## src/rtl/obi_burst_bridge.sv

```systemverilog
// Bridges the ibex instruction and data OBI ports onto one line-oriented burst memory port.
// One access in flight; loads fetch a whole line, stores read-modify-write the whole line.
module obi_burst_bridge #(
    parameter int ADDR_W     = 32,
    parameter int BEAT_W     = 64,
    parameter int LINE_BEATS = 4
) (
    input  logic              clk_i,
    input  logic              rst_ni,
    input  logic              instr_req_i,
    input  logic [ADDR_W-1:0] instr_addr_i,
    output logic              instr_gnt_o,
    output logic              instr_rvalid_o,
    output logic [31:0]       instr_rdata_o,
    output logic [6:0]        instr_rdata_intg_o,
    output logic              instr_err_o,
    input  logic              data_req_i,
    input  logic              data_we_i,
    input  logic [3:0]        data_be_i,
    input  logic [ADDR_W-1:0] data_addr_i,
    input  logic [31:0]       data_wdata_i,
    output logic              data_gnt_o,
    output logic              data_rvalid_o,
    output logic [31:0]       data_rdata_o,
    output logic [6:0]        data_rdata_intg_o,
    output logic              data_err_o,
    output logic              mem_read_o,
    output logic              mem_write_o,
    output logic [ADDR_W-1:0] mem_addr_o,
    output logic [BEAT_W-1:0] mem_wdata_o,
    input  logic [BEAT_W-1:0] mem_rdata_i,
    input  logic              mem_resp_i,
    output logic [1:0]        dbg_state_o
);
    localparam int LINE_W = BEAT_W * LINE_BEATS;
    localparam int WORDS  = LINE_W / 32;
    localparam int OFF_W  = $clog2(LINE_W / 8);
    localparam int WSEL_W = OFF_W - 2;
    localparam int CNT_W  = $clog2(LINE_BEATS);

    typedef enum logic [1:0] {IDLE, RD_BURST, WR_BURST, RESP} state_t;

    state_t                              state_q;
    logic                                src_data_q;
    logic                                we_q;
    logic [3:0]                          be_q;
    logic [31:0]                         wdata_q;
    logic [WSEL_W-1:0]                   wsel_q;
    logic [CNT_W-1:0]                    cnt_q;
    logic [31:0]                         rdata_q;
    logic [LINE_BEATS-1:0][BEAT_W-1:0]   line_q;
    logic [LINE_BEATS-1:0][BEAT_W-1:0]   line_fill;
    logic [WORDS-1:0][31:0]              fill_words;
    logic [WORDS*4-1:0][7:0]             merge_bytes;
    logic [ADDR_W-1:0]                   sel_addr;
    logic                                last_beat;
    logic                                unused_addr;

    // OBI: a request is accepted in the cycle req && gnt; its single response is the
    // one-cycle rvalid pulse. Memory: mem_resp_i strobes one beat while read/write is held.
    assign data_gnt_o  = (state_q == IDLE) && data_req_i;
    assign instr_gnt_o = (state_q == IDLE) && instr_req_i && !data_req_i;

    assign sel_addr    = data_req_i ? data_addr_i : instr_addr_i;
    assign unused_addr = ^sel_addr[1:0];
    assign last_beat   = mem_resp_i && (cnt_q == CNT_W'(LINE_BEATS - 1));

    assign instr_rdata_o      = rdata_q;
    assign data_rdata_o       = rdata_q;
    assign instr_rdata_intg_o = '0;
    assign data_rdata_intg_o  = '0;
    assign instr_err_o        = 1'b0;
    assign data_err_o         = 1'b0;
    assign dbg_state_o        = state_q;
    assign mem_wdata_o        = (state_q == WR_BURST) ? line_q[cnt_q] : '0;

    // Line as it looks once the beat currently on mem_rdata_i is included.
    always_comb begin
        line_fill        = line_q;
        line_fill[cnt_q] = mem_rdata_i;
    end

    assign fill_words = line_fill;

    always_comb begin
        merge_bytes = line_fill;
        for (int b = 0; b < 4; b++) begin
            if (be_q[b]) begin
                merge_bytes[{wsel_q, 2'(b)}] = wdata_q[8*b +: 8];
            end
        end
    end

    always_ff @(posedge clk_i) begin
        if (!rst_ni) begin
            state_q        <= IDLE;
            src_data_q     <= 1'b0;
            we_q           <= 1'b0;
            be_q           <= '0;
            wdata_q        <= '0;
            wsel_q         <= '0;
            cnt_q          <= '0;
            line_q         <= '0;
            rdata_q        <= '0;
            instr_rvalid_o <= 1'b0;
            data_rvalid_o  <= 1'b0;
            mem_read_o     <= 1'b0;
            mem_write_o    <= 1'b0;
            mem_addr_o     <= '0;
        end else begin
            case (state_q)
                IDLE: begin
                    if (data_req_i || instr_req_i) begin
                        src_data_q <= data_req_i;
                        we_q       <= data_req_i && data_we_i;
                        be_q       <= data_be_i;
                        wdata_q    <= data_wdata_i;
                        wsel_q     <= sel_addr[OFF_W-1:2];
                        cnt_q      <= '0;
                        mem_read_o <= 1'b1;
                        mem_addr_o <= {sel_addr[ADDR_W-1:OFF_W], OFF_W'(0)};
                        state_q    <= RD_BURST;
                    end
                end
                RD_BURST: begin
                    if (last_beat) begin
                        mem_read_o <= 1'b0;
                        cnt_q      <= '0;
                        if (we_q) begin
                            line_q      <= merge_bytes;
                            mem_write_o <= 1'b1;
                            state_q     <= WR_BURST;
                        end else begin
                            line_q         <= line_fill;
                            rdata_q        <= fill_words[wsel_q];
                            instr_rvalid_o <= !src_data_q;
                            data_rvalid_o  <= src_data_q;
                            state_q        <= RESP;
                        end
                    end else if (mem_resp_i) begin
                        line_q <= line_fill;
                        cnt_q  <= cnt_q + CNT_W'(1);
                    end
                end
                WR_BURST: begin
                    if (last_beat) begin
                        mem_write_o    <= 1'b0;
                        cnt_q          <= '0;
                        rdata_q        <= '0;
                        instr_rvalid_o <= !src_data_q;
                        data_rvalid_o  <= src_data_q;
                        state_q        <= RESP;
                    end else if (mem_resp_i) begin
                        cnt_q <= cnt_q + CNT_W'(1);
                    end
                end
                default: begin
                    instr_rvalid_o <= 1'b0;
                    data_rvalid_o  <= 1'b0;
                    rdata_q        <= '0;
                    state_q        <= IDLE;
                end
            endcase
        end
    end
endmodule

```

## config.mk

```make
export PLATFORM = sky130hd
export DESIGN_NAME = obi_burst_bridge
export DESIGN_NICKNAME = d
export VERILOG_FILES = /design/src/rtl/obi_burst_bridge.sv
export SDC_FILE = /design/constraint.sdc
export NUM_CORES = 1
export LEC_CHECK = 0
export ABC_CLOCK_PERIOD_IN_PS = 8400
export CAP_MARGIN = 20
export CORE_ASPECT_RATIO = 2
export CORE_MARGIN = 2
export CORE_UTILIZATION = 60
export DETAILED_ROUTE_END_ITERATION = 16
export DONT_BUFFER_PORTS = 1
export PLACE_DENSITY = 0.77
export SETUP_SLACK_MARGIN = 0.02
export SYNTH_ARGS = -nofsm -noshare
export SYNTH_HDL_FRONTEND = slang
export SYNTH_SLANG_ARGS = --single-unit
```

## constraint.sdc

```tcl
create_clock -name clk_i -period 8.4 [get_ports clk_i]
set_clock_uncertainty 0.05 [all_clocks]
set_input_delay 0.84 -clock clk_i [delete_from_list [all_inputs] [get_ports clk_i]]
set_output_delay 0.84 -clock clk_i [all_outputs]
set_load 0.02 [all_outputs]
```

==> reports/results.md <==
| Step | Quantity | Value |
|---|---|---|
| sta | Worst hold slack across all endpoints | 0.377 ns |
| sta | Final setup violation count | 0 |
| detailed routing | Final routed wire length divided by cell count | 26.2 µm |
| clocking | Worst skew pair latency | 0.54 ns |
| setup path | Category of the critical setup timing path | reg2out |
| placed design | Placed wire-length estimate after detailed placement | 42.1 mm |
| synth | Fraction of synthesis flops using an asynchronous set or reset pin | 0 |
| clocking | CTS sink cnt | 364 |
| setup path | Data required, critical path | 7.51 ns |
| placed design | IO Port Bufs | 0 |
| cells and area | Filler cells | 3,034 |
| floorplan | Die Area | 38,300 µm² |
| clocking | CTS root buf | sky130_fd_sc_hd__clkbuf_16 |
| power and ir drop | VDD IR-drop max | 0.304 mV |
| power and ir drop | Power density over the cells | 270 nW/µm² |
| sta | Max Clk Rate | 244 MHz |
| floorplan | Area of the core | 36,300 µm² |
| detailed routing | Remaining routing DRC violations | 0 |
| clocking | CTS tree | built |
| synth | Synthesized instance count | 2,312 |
| detailed routing | Starting DRC count in detailed routing | 1,632 |
| sta | Count of final hold-check violations | 0 |
| clocking | Deepest level of the CTS H-tree | 2 |
| global route | Global-route wire length before repair | 104 mm |
| synth | Mean area per synthesized cell | 9.52 µm² |
| sta | Total Negative Setup Slacks | 0 ns |
| sta | Number of pins with negative max-slew slack in the final report | 0 |
| sta | Worst-Margin Slew | 1.25 ns |
| global route | Vias in the first global route | 18,800 |
| synth | Yosys synthesis warning count | 0 |
| setup path | CP max stage cell | sky130_fd_sc_hd__buf_4 |
| sta | Minimum clock period after layout | 4.09 ns |
| synth | Post-synthesis cell type count | 43 |
| clocking | Post-cts repair resize count | 0 |
| floorplan | IO Pins | 354 |
| detailed routing | Overall via count from detail_route | 17,900 |
| sta | Setup repair after global routing missed its margin | false |
| sta | Period utilization | 0.487 |
| global route | Initial antenna violation count | 0 |
| cells and area | Fraction of final layout cells sized beyond drive strength 1 | 0.193 |
| global route | Pin count of the biggest net entering global routing | 257 |
| cells and area | Register cell area after layout | 7290 µm² |
| cells and area | Multi-input combinational cell area | 13,600 µm² |
| setup path | Type of origin of the critical path | flip-flop |
| setup path | Ordered cell list for the critical path | buf_4, mux4_2, and2_1 |
| clocking | Maximum clock insertion buffer count | 3 |
| synth | Sequential element share of the synthesized area | 0.331 |
| cells and area | Fin nets | 2,308 |
| floorplan | Placement row count | 99 |
| floorplan | Die boundary height | 275 µm |
| power and ir drop | Internal cell power | 3650 µW |
| power and ir drop | Logic gate share of total power | 0.363 |
| sta | Max transition margin | 0.165 |
| synth | Post-synthesis instance area | 22,000 µm² |
| floorplan | Floorplan die width | 139 µm |
| power and ir drop | Static leakage | 0.00850 µW |
| synth | Number of register bits inferred by synthesis | 364 |
| cells and area | Area delta synth->final | 3.26% |
| detailed routing | Vias per std cell | 6.86 |
| power and ir drop | Part of the power in the clock network | 0.257 |
| floorplan | Initial core utilization | 0.607 |
| clocking | Hold-fix buffer count after cts | 0 |
| setup path | Crit path DAT | 3.20 ns |
| synth | Number of enable-type register cells in the synthesized netlist | 0 |
| placed design | Final GP Congestion | 0.855 |
| global route | GRT Overall Usage | 0.344 |
| hold path | Worst Hold Class | in2reg |
| detailed routing | Length of the first detailed-routing pass in iterations | 5 |
| global route | Overall overflow remaining after global route | 0 |
| detailed routing | Final wirelength | 68.3 mm |
| clocking | Buffers inserted during post-CTS setup optimization | 0 |
| run status | Status | finished, final reports clean |
| setup path | Endpoint class of the critical path | output pin |
| power and ir drop | Switching part of the total power | 0.405 |
| cells and area | Antenna diodes | 0 |
| clocking | Number of buffers created by CTS | 34 |
| setup path | Worst path max stage delay | 0.90 ns |
| clocking | Worst-path clk slew | 0.07 ns |
| detailed routing | Count of antenna-violating nets left after detailed routing | 0 |
| job | Max-cap violations | 0 |
| setup path | Critical path fanouts, max | 42 |
| power and ir drop | Net load switching power | 2490 µW |
| power and ir drop | Seq pwr share | 0.381 |
| synth | Dominant synthesized flop cell | sky130_fd_sc_hd__dfxtp_1 |
state kept, by name (all words and copies together), names as in the netlist:
| signal | count |
|---|---|
| data_rdata_o | 32 |
| mem_write_o | 1 |
| wdata_q | 32 |
| instr_rvalid_o | 1 |
| mem_addr_o | 27 |
| cnt_q | 2 |
| we_q | 1 |
| src_data_q | 1 |
| be_q | 4 |
| data_rvalid_o | 1 |
| line_q | 256 |
| dbg_state_o | 2 |
| mem_read_o | 1 |
| wsel_q | 3 |
metal layers:
layer | wire, µm | global-route usage
met2 | 33100 | 0.591
met1 | 23400 | 0.368
met4 | 5790 | 0.264
met3 | 6040 | 0.0748
met5 | 0 | 0
worst max-delay path, delay by kind of cell (launching register included):
kind	cells	cell delay, ns
mux	1	0.66
buf+inv	1	0.90
simple gates	1	0.26
flops	1	0.79
power groups by stage:
stage | combinational [µW] | sequential, µW | clock (µW)
floorplan | 1870 | 2140 | 0
detailed placement | 2180 | 2370 | 0
global placement | 2130 | 2360 | 0
finish | 2230 | 2340 | 1580
global route | 2370 | 2370 | 1650
CTS | 2180 | 2330 | 1590
area by class of cell:
cell class              instances  share of cell area
flip-flops and latches        364               0.321
well taps                     454              0.0250
clock inverters                12             0.00589
clock buffers                  46              0.0420
multi-input cells            1703               0.597
repair buffers                 20             0.00825
inverters                       4            0.000660
synth_stat cells (all sizes together), types with 4 or more instances:
library cell / count / area, µm²
nand2: 365 / 1370
dfxtp: 364 / 7290
mux2i: 289 / 2890
o21ai: 260 / 1300
mux2: 256 / 2880
buf: 138 / 852
o22ai: 128 / 801
clkbuf: 123 / 462
nor2: 100 / 896
and2: 65 / 407
mux4: 64 / 1440
a21boi: 41 / 308
a32o: 32 / 320
o211a: 30 / 300
ha: 11 / 138
nor2b: 6 / 37.5
inv: 4 / 15.0
nand3: 4 / 32.5
nand3b: 4 / 30.0
nand4: 4 / 85.1
per-stage QoR:
stage          setup slack (ns)   util  power [µW]  instance area [µm²]  std cells
5_1_grt                    4.15  0.626        6390                22700       2603
2_1_floorplan              5.68      -        4010                22100       2332
6_report                   4.31  0.626        6140                22700       2603
3_3_place_gp               4.67  0.596        4490                21600       2544
3_5_place_dp               4.58  0.596        4550                21600       2544
4_1_cts                    4.28  0.626        6110                22700       2602
cells in the final DEF, fill, tap and decap left out, types with 36 or more instances in the layout:
master / Yosys / routed
sky130_fd_sc_hd__mux2i_1: 289 / 289
sky130_fd_sc_hd__and2_1: 65 / 65
sky130_fd_sc_hd__a21boi_0: 36 / 36
sky130_fd_sc_hd__o21ai_1: 257 / 256
sky130_fd_sc_hd__o22ai_1: 128 / 128
sky130_fd_sc_hd__nor2_1: 68 / 68
sky130_fd_sc_hd__nand2_1: 365 / 365
sky130_fd_sc_hd__dfxtp_1: 364 / 362
sky130_fd_sc_hd__mux4_2: 64 / 64
sky130_fd_sc_hd__mux2_2: 224 / 224
final timing paths:
path,startpoint,to,slack (ns),cells after the start
min reg2reg,line_q[207]$_SDFFE_PN0P_,line_q[207]$_SDFFE_PN0P_,0.41,2
max,cnt_q[0]$_SDFFE_PN0P_,mem_wdata_o[50],4.31,3
min,data_be_i[3],be_q[3]$_SDFFE_PN0P_,0.38,2
max reg2reg,cnt_q[0]$_SDFFE_PN0P_,line_q[242]$_SDFFE_PN0P_,4.52,6
cell families (layout without fill, tap and decap cells):
logic type	count (synthesis)	count (layout)	share of synthesized area
flops	364	364	0.331
simple gates	562	562	0.134
compound gates	500	500	0.140
other cells	1	21	0.000170
mux	609	609	0.328
fa+ha+maj	11	11	0.00625
buf+inv	265	82	0.0603
Power figures use the tool's default switching activity.
